`src/rtl/fifo_arb.sv`:
```
// fifo_arb: N-requester round-robin write arbiter feeding a single
// 2^DEPTH_N-entry FIFO. Each entry stores the winning requester's data and
// its index, so the consumer can tell which requester produced each word.
//
// Ports:
//   clk       in   single clock, rising edge
//   reset     in   asynchronous, active-high reset
//   req       in   [N]       per-requester write request
//   wdata     in   [N*DW]    requester i data on [i*DW +: DW]
//   gnt       out  [N]       one-hot/zero; requester written at this edge
//   rd_valid  out            head entry available (= ~empty)
//   rd_data   out  [DW]      head entry data (zero-latency read)
//   rd_src    out  [clog2 N] requester index that wrote the head entry
//   rd_ready  in             consumer accepts head entry
//   level     out  [DEPTH_N+1] number of stored entries, 0..D
//   empty     out            level == 0
//   full      out            level == D
//   overrun   out            registered: previous cycle was full with a request
//   underrun  out            registered: previous cycle was empty with rd_ready
module fifo_arb #(
  parameter int N       = 4,
  parameter int DW      = 8,
  parameter int DEPTH_N = 4
) (
  input  logic                 clk,
  input  logic                 reset,
  input  logic [N-1:0]         req,
  input  logic [N*DW-1:0]      wdata,
  output logic [N-1:0]         gnt,
  output logic                 rd_valid,
  output logic [DW-1:0]        rd_data,
  output logic [$clog2(N)-1:0] rd_src,
  input  logic                 rd_ready,
  output logic [DEPTH_N:0]     level,
  output logic                 empty,
  output logic                 full,
  output logic                 overrun,
  output logic                 underrun
);

  localparam int          SW = $clog2(N);
  localparam int unsigned NU = N;
  localparam int unsigned D  = 1 << DEPTH_N;

  logic [DW-1:0]      r_mem_data [D];
  logic [SW-1:0]      r_mem_src  [D];
  logic [DEPTH_N-1:0] r_head;
  logic [DEPTH_N-1:0] r_tail;
  logic [DEPTH_N:0]   r_level;
  logic [SW-1:0]      r_prio;
  logic               r_overrun;
  logic               r_underrun;

  logic [N-1:0]       w_gnt;
  logic [SW-1:0]      w_gidx;
  logic [SW-1:0]      w_cand;
  logic               w_found;
  logic               w_push;
  logic               w_pop;
  logic               w_empty;
  logic               w_full;
  logic [SW-1:0]      w_prio_nxt;

  assign w_empty = (r_level == '0);
  assign w_full  = (r_level == (DEPTH_N+1)'(D));

  // Round-robin search starting at r_prio. The grant is suppressed while
  // full (even if a pop frees a slot this cycle) and while reset is held,
  // so gnt is zero during reset without depending on register state.
  always_comb begin
    w_gnt   = '0;
    w_gidx  = '0;
    w_cand  = '0;
    w_found = 1'b0;
    for (int unsigned k = 0; k < NU; k++) begin
      w_cand = SW'((32'(r_prio) + k) % NU);
      if (!w_found && req[w_cand]) begin
        w_found = 1'b1;
        w_gidx  = w_cand;
      end
    end
    if (w_full || reset) begin
      w_found = 1'b0;
    end
    if (w_found) begin
      w_gnt[w_gidx] = 1'b1;
    end
  end

  assign w_push     = w_found;
  assign w_pop      = ~w_empty & rd_ready;
  assign w_prio_nxt = (w_gidx == SW'(N-1)) ? '0 : w_gidx + 1'b1;

  always_ff @(posedge clk or posedge reset) begin
    if (reset) begin
      r_head     <= '0;
      r_tail     <= '0;
      r_level    <= '0;
      r_prio     <= '0;
      r_overrun  <= 1'b0;
      r_underrun <= 1'b0;
    end else begin
      if (w_push) begin
        r_tail <= r_tail + 1'b1;
        r_prio <= w_prio_nxt;
      end
      if (w_pop) begin
        r_head <= r_head + 1'b1;
      end
      case ({w_push, w_pop})
        2'b10:   r_level <= r_level + 1'b1;
        2'b01:   r_level <= r_level - 1'b1;
        default: r_level <= r_level;
      endcase
      r_overrun  <= w_full & (|req);
      r_underrun <= w_empty & rd_ready;
    end
  end

  // Storage is not reset; emptiness is tracked by r_level alone.
  always_ff @(posedge clk) begin
    if (w_push) begin
      r_mem_data[r_tail] <= wdata[w_gidx*DW +: DW];
      r_mem_src[r_tail]  <= w_gidx;
    end
  end

  assign gnt      = w_gnt;
  assign rd_valid = ~w_empty;
  assign rd_data  = r_mem_data[r_head];
  assign rd_src   = r_mem_src[r_head];
  assign level    = r_level;
  assign empty    = w_empty;
  assign full     = w_full;
  assign overrun  = r_overrun;
  assign underrun = r_underrun;

endmodule

```
`config.mk`:
```
export PLATFORM = sky130hd
export DESIGN_NAME = fifo_arb
export DESIGN_NICKNAME = d
export VERILOG_FILES = /design/src/rtl/fifo_arb.sv
export SDC_FILE = /design/constraint.sdc
export NUM_CORES = 1
export LEC_CHECK = 0
export ABC_AREA = 1
export ABC_CLOCK_PERIOD_IN_PS = 3600
export CORE_ASPECT_RATIO = 1.1
export CORE_MARGIN = 5
export CORE_UTILIZATION = 40
export CTS_BUF_LIST = sky130_fd_sc_hd__clkbuf_8 sky130_fd_sc_hd__clkbuf_16
export DETAILED_ROUTE_END_ITERATION = 16
export HOLD_SLACK_MARGIN = 0.08
export PLACE_DENSITY_LB_ADDON = 0.1
export SETUP_SLACK_MARGIN = 0.1
export SLEW_MARGIN = 0
export SYNTH_ARGS = -nofsm -noshare
export SYNTH_HDL_FRONTEND = slang
export SYNTH_SLANG_ARGS = --single-unit
```
`constraint.sdc`:
```
create_clock -name clk -period 3.6 [get_ports clk]
set_clock_uncertainty 0.05 [all_clocks]
set_input_delay 0.72 -clock clk [delete_from_list [all_inputs] [get_ports clk]]
set_output_delay 0.72 -clock clk [all_outputs]
set_load 0.03 [all_outputs]
```
## After elaboration in Yosys (flattened, before gate mapping)

Memory sizes are Yosys's and may differ from the RTL's.
Cells that the tools add are included.

- $add $sub $neg: 8
- Order comparisons: 6
- Equal/unequal tests: 4
- Shift operators: 1
- Mux-type cells: 24
- Bitwise gates (word level): 4
- Reductions and logical operators: 11

Operators by type and width:

| cell | count |
|---|---|
| $shiftx A32 B6 Y8 | 1 |
| $lt A2 B3 Y1 const B | 5 |
| $mux W1 | 12 |
| $mux W2 | 5 |
| $pmux W5 S2 | 1 |
| $add A4 B1 Y4 const B | 2 |
| $bmux W1 S2 | 4 |
| $add A5 B1 Y5 const B | 1 |
| $eq A5 B5 Y1 const B | 1 |
| $logic_not A5 Y1 | 1 |
| $sub A5 B1 Y5 const B | 1 |
| $add A2 B1 Y2 const B | 2 |
| $add A2 B2 Y2 const B | 2 |
| $eq A2 B2 Y1 const B | 2 |
| $logic_and A1 B1 Y1 | 4 |
| $mux W4 | 1 |
| $reduce_or A4 Y1 | 1 |
| $and A1 B1 Y1 | 3 |
| $logic_not A1 Y1 | 3 |
| $demux W1 S2 | 1 |
| $eq A2 B1 Y1 const B | 1 |
| $ge A2 B1 Y1 const B | 1 |
| $reduce_bool A2 Y1 | 1 |
| $logic_or A1 B1 Y1 | 1 |
| $not A1 Y1 | 1 |

- Register bits after elaboration: 17
- Memory bits (writable): 160
- Memories: 2

Memory list:

| memory | depth | width | read ports | clocked after memory_dff | write ports | RTL line | text |
|---|---|---|---|---|---|---|---|
| r_mem_data | 16 | 8 | 1 | 0 | 1 | 45 | `logic [DW-1:0] r_mem_data [D];` |
| r_mem_src | 16 | 2 | 1 | 0 | 1 | 46 | `logic [SW-1:0] r_mem_src [D];` |

## Logic depth before layout (Yosys ltp)

Gate-level depths: netlist (run 1).

- Depth in word-level cells: 17
- Depth in mapped cells: 17

## Worst setup path after synthesis (run 1)

No wires, ideal clock.

- Path kind: reg2reg
- From: reg r_level[2] (netlist: level[2])
- To: reg r_level[4] (netlist: level[4])
- Arrival time: 3.251 ns
- Required time: 3.429 ns
- Slack: 0.177 ns
- Stages on the path, launching flop included: 18
- Path buffers: 1
- Clock period less this slack: 3.423 ns
- Cell sequence: dfrtp_1 > nor2_1 > nand2_1 > nor2_1 > inv_1 > nand2_1 > inv_1 > ha_1 > clkbuf_1 > xor2_1 > ha_1 > or2_2 > nand2_1 > o21ai_1 > a21oi_1 > o21ai_0 > nand2_1 > nand2_1

- Longest elaborated chain between the ends: 5
- Elaborated cells on any way between the ends: 12
- Classes of those cells: 2 x add/sub; 3 x eq/ne; 2 x mux; 2 x bitwise; 3 x reduce/logical

RTL lines:

| element | RTL line | text |
|---|---|---|
| from (decl) | 49 | `logic [DEPTH_N:0] r_level;` |
| from (signal assigned) | 111 | `2'b10: r_level <= r_level + 1'b1;` |
| from (signal assigned) | 112 | `2'b01: r_level <= r_level - 1'b1;` |
| from (signal assigned) | 113 | `default: r_level <= r_level;` |
| $logic_not A5 Y1 (*) | 64 | `assign w_empty = (r_level == '0);` |
| named net empty | 35 | `output logic empty,` |
| $not A1 Y1 (*) | n/a |  |
| named net rd_valid | 30 | `output logic rd_valid,` |
| $and A1 B1 Y1 (*) | 91 | `assign w_pop = ~w_empty & rd_ready;` |
| named net w_pop | 59 | `logic w_pop;` |
| $eq A2 B1 Y1 or $eq A2 B2 Y1 (tied branches) | 110 | `case ({w_push, w_pop})` |
| $pmux W5 S2 or $reduce_bool A2 Y1 (tied branches) | n/a |  |

The timed path passes the listed nets; every way through them passes the cells marked *.
A chain may end at the register's enable or synchronous reset.

## Final worst setup path (run 1)

- From: in req[3]
- To: out gnt[3]

- Longest elaborated chain between the ends: 17
- Elaborated cells on any way between the ends: 29
- Classes of those cells: 2 x order compare; 20 x mux; 7 x reduce/logical

RTL lines:

| element | RTL line | text |
|---|---|---|
| from (decl) | 27 | `input logic [N-1:0] req,` |
| $bmux W1 S2 | 77 | `if (!w_found && req[w_cand]) begin` |
| $mux W1 (not written as such) | 77 |  |
| $mux W1 | 77 |  |
| $logic_not A1 Y1 | 77 |  |
| $logic_and A1 B1 Y1 | 77 |  |
| $mux W1 | 77 |  |
| $logic_not A1 Y1 | 77 |  |
| $logic_and A1 B1 Y1 | 77 |  |
| [... 2 more ...] | n/a |  |
| $logic_and A1 B1 Y1 | 77 |  |
| $mux W2 (*) | 77 |  |
| named net w_gidx[0] | 55 | `logic [SW-1:0] w_gidx;` |
| $lt A2 B3 Y1 (not written as such) or $ge A2 B1 Y1 (tied branches) | 86 | `w_gnt[w_gidx] = 1'b1;` |
| $logic_and A1 B1 Y1 (not written as such) | 86 |  |
| $mux W1 (not written as such) | 86 |  |
| $demux W1 S2 (*) | 86 |  |
| $mux W4 (*) | 85 | `if (w_found) begin` |
| to (decl) | 29 | `output logic [N-1:0] gnt,` |

The timed path passes the listed nets; every way through them passes the cells marked *. The select of a mux whose other input is x is not followed.

==> key figures, run 1 <==
Yosys
  – Most area-consuming cells after synthesis: edfxtp_1 60%, dfrtp_1 5.3%, nor2_1 4.2%
  – Cell variety after synth: 43
  – Post-synthesis register bit count: roughly 180
  – Mapped Area: around 8000 um^2
  – Syn Area/Cell: 11.9 um^2
  – Synth Instances: between 600 and 700
  – Yosys top cell area share: 59.7%
  – Seq/Total Area, Yosys: about two thirds
  – Synth warnings: 0
  – Syn Nets: 726
  – Area leader, netlist: edfxtp_1

Critical path
  – Crit path kind: in -> out
  – WP data required: around 2800 ps
  – Crit-path cells: clkdlybuf4s50_1 > inv_1 > nand2_1 > nand2_1 > nand2_1 > nand2_1 > a21oi_2 > nand2_4 > nand2_8 > inv_2 > ha_1 > inv_1 > nor2_1 > buf_4
  – CP Buf/Inv Count: 5
  – Crit path max-delay family: buffers and inverters
  – Reg2reg start: level[1]
  – FF-to-FF path depth: 16
  – Slowest CP cell: clkdlybuf4s50_1
  – CP arrival: between 2000 and 3000 ps
  – Worst path max stage delay: just over 500 ps
  – R2R Setup Slk: 770 ps
  – Setup crit start kind: primary input
  – Worst setup EP type: output pin
  – Crit path top cell by count: nand2_1
  – CP max FO: 10
  – Reg-to-Reg End: level[4]

Worst hold path
  – Min-Delay Path Depth: 2
  – Worst hold-check path type: reg -> reg
  – Min-delay src: level[4]
  – WHS Endpoint: level[4]

Cells and area
  – # nets final: between 800 and 900
  – Layout Utilization: between 40% and 50%
  – Most frequent cells in the layout: 160 x edfxtp_1, 90 x nor2_1, 77 x nand2_1, 52 x inv_1, 52 x buf_4
  – Commonest non-fill, non-tap cell in the layout: edfxtp_1
  – Area delta synth->final: 20.0%
  – Fillcell total: approximately 1.8k
  – Diodes inserted: 0
  – Share of cells above drive strength 1: between 10% and 20%

Pwr
  – Peak VDD IR: about 840 uV
  – Switch share: a little over two fifths
  – P_leak: between 3 and 4 nW
  – Switch Pwr: 0.00423 W
  – Flop pwr share: 36.9%
  – Pint: 0.00588 W
  – Comb pwr share: roughly 47%
  – Clock Power Share: 16.5%
  – Pwr dens: 1050 nW/um^2

STA
  – Minimum clock period: 3370 ps
  – Relative slew margins: a little over half
  – Final setup fails: 0
  – RSZ-0062 raised after global routing: no
  – Final period utilization: about 94%
  – Actual slew at the worst max-slew pin: between 600 and 700 ps
  – Slew Limit Fails: 0
  – Final hold vios: 0
  – Fmax: around 300 MHz
  – Setup total negative slack: 0 ps

Global routing
  – Largest net degree at the start of global routing: 39
  – Global-route usage over all layers: 16.7%
  – First-pass GRT wire length: 30.0 mm
  – Vias in the first global route: 5,310
  – Total gr overflow: 0
  – Initial antenna violation count: 0

Clock network
  – Total CTS buffers: 17
  – CTS tree: done
  – CTS clk-pin slew, worst paths: 60 ps
  – Root Buffer Master: clkbuf_16
  – H-tree levels: 4
  – # clock sinks: between 150 and 200
  – Clock latency on the worst-skew pair: 420 ps
  – Deepest clock path buffer count: 2
  – Hold_buf cts: 0

Run status
  – Status: complete, no violations

Routing
  – Antenna-violating nets left: 0
  – DR vias: 5,330
  – Vias/cell: a little over 5
  – DRT iter0 DRCs: between 400 and 500
  – Drt drc: 0
  – Drt total wl: 19.3 mm
  – Mean routed wirelength per cell: about 19 um
  – 1st-pass router iterations: 5

Die
  – Top-level I/O count: 63
  – Die H: 159 um
  – Row count: 54
  – Starting Density: slightly above 40%
  – Die span in x: 145 um
  – Core area: 19,800 um^2
  – Die Area: 23,100 um^2

Run
  – Max_cap viols: 0

Placement
  – Port Buffer Count: 62
  – Hpwl dp: about 13 mm
  – RD Place Congestion: between 0.7 and 0.8
==> cells in the mapped netlist, drive strengths merged <==
| cell | count |
|---|---|
| edfxtp | 160 |
| nand2 | 96 |
| nor2 | 94 |
| inv | 54 |
| o21ai | 53 |
| nand3 | 42 |
| mux2i | 29 |
| o221ai | 29 |
| clkbuf | 26 |
| dfrtp | 17 |
| ha | 12 |
| buf | 8 |
| nand3b | 8 |
| o211ai | 8 |
| xor2 | 8 |
| o32ai | 7 |
| nor3 | 6 |
| o22ai | 4 |
| clkinv | 3 |
| xnor2 | 3 |
| a21oi | 2 |
| nand4 | 2 |
| a22oi | 1 |
| a31oi | 1 |
| nor4 | 1 |
| or2 | 1 |
==> layer usage <==
metal	share of wire, %	vias to the layer above	global-route usage (%)
met5	0	-	0
met4	0.99	0	4.11
met3	3.6	16	3.19
met2	51	117	28.4
met1	45	2612	22.3
li1	-	2585	-
==> cell type report <==
cell class | count | area [um^2] | share of cell area [%]
clock inverters | 15 | 106 | 1.10
clock buffers | 17 | 425 | 4.41
well taps | 252 | 315 | 3.27
repair buffers | 103 | 901 | 9.33
multi-input cells | 408 | 2450 | 25.4
flip-flops and latches | 177 | 5240 | 54.2
inverters | 57 | 218 | 2.26
==> tightest hold or removal path, cell delays in order, from the launching register on <==
cell and delay (ps):
dfrtp_1 400, nand2_1 70, nand2_1 50
==> worst max-delay path by stage <==
stage | start | to | slack, ps | depth (start not counted)
floorplan | level[2] | level[4] | 180 | 17
finish | req[3] | gnt[3] | 230 | 14
global route | req[2] | gnt[3] | 120 | 14
global placement | req[3] | gnt[3] | 170 | 14
CTS | req[3] | gnt[3] | 110 | 14
detailed placement | req[3] | gnt[3] | 100 | 14
==> logic make-up after synthesis <==
logic type	Yosys count	share of synthesized area [%]
buffers and inverters	91	4.68
flip-flops	177	65.0
AO/OA/AOI/OAI	105	8.66
adder cells (fa/ha/maj)	12	1.87
XOR/XNOR	11	1.20
multiplexers	29	3.61
AND/OR/NAND/NOR	250	15.0
==> sequential cells by signal, summed over array words and instances, names as in the netlist <==
name / cells
overrun: 1
level: 5
r_mem_src: 32
r_head: 4
r_tail: 4
r_mem_data: 128
underrun: 1
r_prio: 2
==> metrics by stage <==
step           std cells  hold slack [ps]  setup WS, ps  area [um^2]  total power [W]
2_1_floorplan        675              418           177         8050          0.00680
3_3_place_gp         988              476           168         9040          0.00832
3_5_place_dp         988              485          95.8         9040          0.00845
4_1_cts             1020              504           114         9580           0.0101
5_1_grt             1029              522           117         9650           0.0108
6_report            1029              505           233         9650           0.0101
==> power by group through the flow <==
stage                     clock network (W)  registers (W)  logic [W]
after floorplan                           0        0.00369    0.00310
after global placement                    0        0.00376    0.00456
after detailed placement                  0        0.00376    0.00469
after CTS                           0.00170        0.00372    0.00470
after global routing                0.00179        0.00377    0.00523
final                               0.00166        0.00373    0.00472
==> timing repair <==
item | 4_1_cts | 5_1_grt
endpoints found under the setup margin | 2 | 7
gates cloned | 0 | 1
gates resized for setup | 1 | 2
pin swaps | 0 | 3
buffers inserted | 0 | 8
(Power assumes the default switching activity.)
==> run 2: changes to the inputs <==
--- a/config.mk
+++ b/config.mk
@@ -13,6 +13,7 @@
 export CTS_BUF_LIST = sky130_fd_sc_hd__clkbuf_8 sky130_fd_sc_hd__clkbuf_16
 export DETAILED_ROUTE_END_ITERATION = 16
 export HOLD_SLACK_MARGIN = 0.08
+export MAX_ROUTING_LAYER = met4
 export PLACE_DENSITY_LB_ADDON = 0.1
 export SETUP_SLACK_MARGIN = 0.1
 export SLEW_MARGIN = 0
==> key figures, run 2 (synthesis gave the netlist of run 1 again) <==
Run status
  – Status: complete, no violations (unchanged)

Die
  – Row count: 54 (unchanged)
  – Die H: 159 um (unchanged)
  – Die Area: 23,100 um^2 (unchanged)
  – Top-level I/O count: 63 (unchanged)
  – Starting Density: 40.6% (unchanged)
  – Core area: 19,800 um^2 (unchanged)
  – Die span in x: 145 um (unchanged)

Routing
  – Vias/cell: 5.22 (was 5.18)
  – DR vias: 5,374 (was 5,330)
  – Drt total wl: 19.3 mm (about the same)
  – Drt drc: 0 (unchanged)
  – Mean routed wirelength per cell: 18.7 um (about the same)
  – 1st-pass router iterations: 5 (unchanged)
  – Antenna-violating nets left: 0 (unchanged)
  – DRT iter0 DRCs: 377 (was 423)

Placement
  – RD Place Congestion: 0.810 (was 0.799)
  – Port Buffer Count: 62 (unchanged)
  – Hpwl dp: 12.9 mm (unchanged)

STA
  – Final setup fails: 0 (unchanged)
  – Hold slack: 505 ps (about the same)
  – Minimum clock period: 3370 ps (about the same)
  – Relative slew margins: 54.2% (was 53.8%)
  – RSZ-0062 raised after global routing: no (unchanged)
  – Final hold vios: 0 (unchanged)
  – Setup total negative slack: 0 ps (unchanged)
  – Fmax: 297 MHz (about the same)
  – Slew Limit Fails: 0 (unchanged)
  – Final period utilization: 93.6% (was 93.5%)
  – Actual slew at the worst max-slew pin: 686 ps (was 692 ps)

Cells and area
  – Area delta synth->final: 20.0% (unchanged)
  – Commonest non-fill, non-tap cell in the layout: edfxtp_1 (unchanged)
  – Max reg flops: 128 (unchanged)
  – Diodes inserted: 0 (unchanged)
  – Share of cells above drive strength 1: 15.4% (unchanged)
  – Largest Register: r_mem_data (unchanged)
  – Fillcell total: 1,769 (unchanged)
  – Most frequent cells in the layout: 160 x edfxtp_1, 90 x nor2_1, 77 x nand2_1, 52 x inv_1, 52 x buf_4 (unchanged)
  – # nets final: 815 (unchanged)

Critical path
  – Worst setup EP type: output pin (unchanged)
  – CP max FO: 10 (unchanged)
  – Setup crit start kind: primary input (unchanged)
  – Crit path top cell by count: nand2_1 (unchanged)
  – Crit-path cells: clkdlybuf4s50_1 > inv_1 > nand2_1 > nand2_1 > nand2_1 > nand2_1 > a21oi_2 > nand2_4 > nand2_8 > inv_2 > ha_1 > inv_1 > nor2_1 > buf_4 (unchanged)
  – Crit path max-delay family: buffers and inverters (unchanged)
  – Crit path kind: in -> out (unchanged)
  – Worst path max stage delay: 510 ps (about the same)
  – CP arrival: 2600 ps (about the same)
  – Slowest CP cell: clkdlybuf4s50_1 (unchanged)
  – CP Buf/Inv Count: 5 (unchanged)
  – WP data required: 2830 ps (about the same)

Pwr
  – Pwr dens: 1050 nW/um^2 (about the same)
  – P_leak: 3.67 nW (unchanged)
  – Peak VDD IR: 834 uV (was 838 uV)

Clock network
  – # clock sinks: 177 (unchanged)
  – CTS tree: done (unchanged)
  – Clock latency on the worst-skew pair: 420 ps (about the same)
  – Deepest clock path buffer count: 2 (unchanged)
  – CTS clk-pin slew, worst paths: 60 ps (about the same)
  – Total CTS buffers: 17 (unchanged)
  – Root Buffer Master: clkbuf_16 (unchanged)
  – H-tree levels: 4 (unchanged)
  – Hold_buf cts: 0 (unchanged)

Worst hold path
  – Worst hold-check path type: reg -> reg (unchanged)

Global routing
  – First-pass GRT wire length: 30.1 mm (was 30.0 mm)
  – Vias in the first global route: 5,318 (was 5,310)
  – Total gr overflow: 0 (unchanged)
  – Largest net degree at the start of global routing: 39 (unchanged)
  – Global-route usage over all layers: 17.2% (was 16.7%)
  – Initial antenna violation count: 0 (unchanged)

Run
  – Max_cap viols: 0 (unchanged)
[run 2: cell counts in the layout (fill, tap and decap cells not counted)]
No cell type changed its count.
[run 2: final timing paths]
| kind | from | endpoint | slack [ps] | cells after the start |
|---|---|---|---|---|
| max | req[3] | gnt[3] | 230 | 14 |
| max in group asynchronous | reset | r_head[1] | 2250 | 2 |
| max reg2reg | level[1] | level[4] | 770 | 16 |
| min reg2reg | level[4] | level[4] | 510 | 2 |
| min | level[4] | level[4] | 510 | 2 |
| min in group asynchronous | reset | r_prio[1] | 730 | 2 |
[run 2: repair_timing]
item	CTS	global route
cloned	0	1
pin swaps	0	3
gates resized for setup	1	2
buffers inserted	0	8
setup endpoints to repair	2	7
[run 2: per-stage QoR]
| stage | instance area [um^2] | setup slack, ps | util, % | total power, W | instances |
|---|---|---|---|---|---|
| 2_1_floorplan | 8050 | 177 | - | 0.00680 | 675 |
| 3_3_place_gp | 9040 | 168 | 45.7 | 0.00832 | 988 |
| 3_5_place_dp | 9040 | 95.8 | 45.7 | 0.00845 | 988 |
| 4_1_cts | 9580 | 114 | 48.4 | 0.0101 | 1020 |
| 5_1_grt | 9650 | 117 | 48.8 | 0.0108 | 1029 |
| 6_report | 9650 | 229 | 48.8 | 0.0101 | 1029 |
[run 2: layout make-up]
type | instances | area (um^2) | share of cell area [%]
flip-flops and latches | 177 | 5240 | 54.2
multi-input cells | 408 | 2450 | 25.4
repair buffers | 103 | 901 | 9.33
clock buffers | 17 | 425 | 4.41
well taps | 252 | 315 | 3.27
inverters | 57 | 218 | 2.26
clock inverters | 15 | 106 | 1.10
[run 2: worst register-to-register path: stages (launching register included)]
cell	delay, ps
dfrtp_1	440
nor2_1	120
nand2_1	90
nor2_1	140
inv_1	90
nand2_1	170
inv_1	130
ha_1	240
xor2_1	170
ha_1	180
or2_2	310
nand2_1	70
o21ai_1	100
a21oi_1	190
o21ai_0	110
nand2_1	70
nand2_1	50
[run 2: power breakdown]
part           switching [W]  leakage, nW  internal (W)
clock               0.000740        0.265      0.000931
combinational        0.00327         1.76       0.00145
sequential          0.000224         1.65       0.00350
[run 2: layer usage]
metal | global-route usage, % | up-vias | share of wire, %
li1 | - | 2589 | -
met2 | 28.3 | 136 | 50
met5 | - | - | 0
met4 | 4.62 | 0 | 1.2
met3 | 2.65 | 18 | 4.3
met1 | 22.5 | 2631 | 44
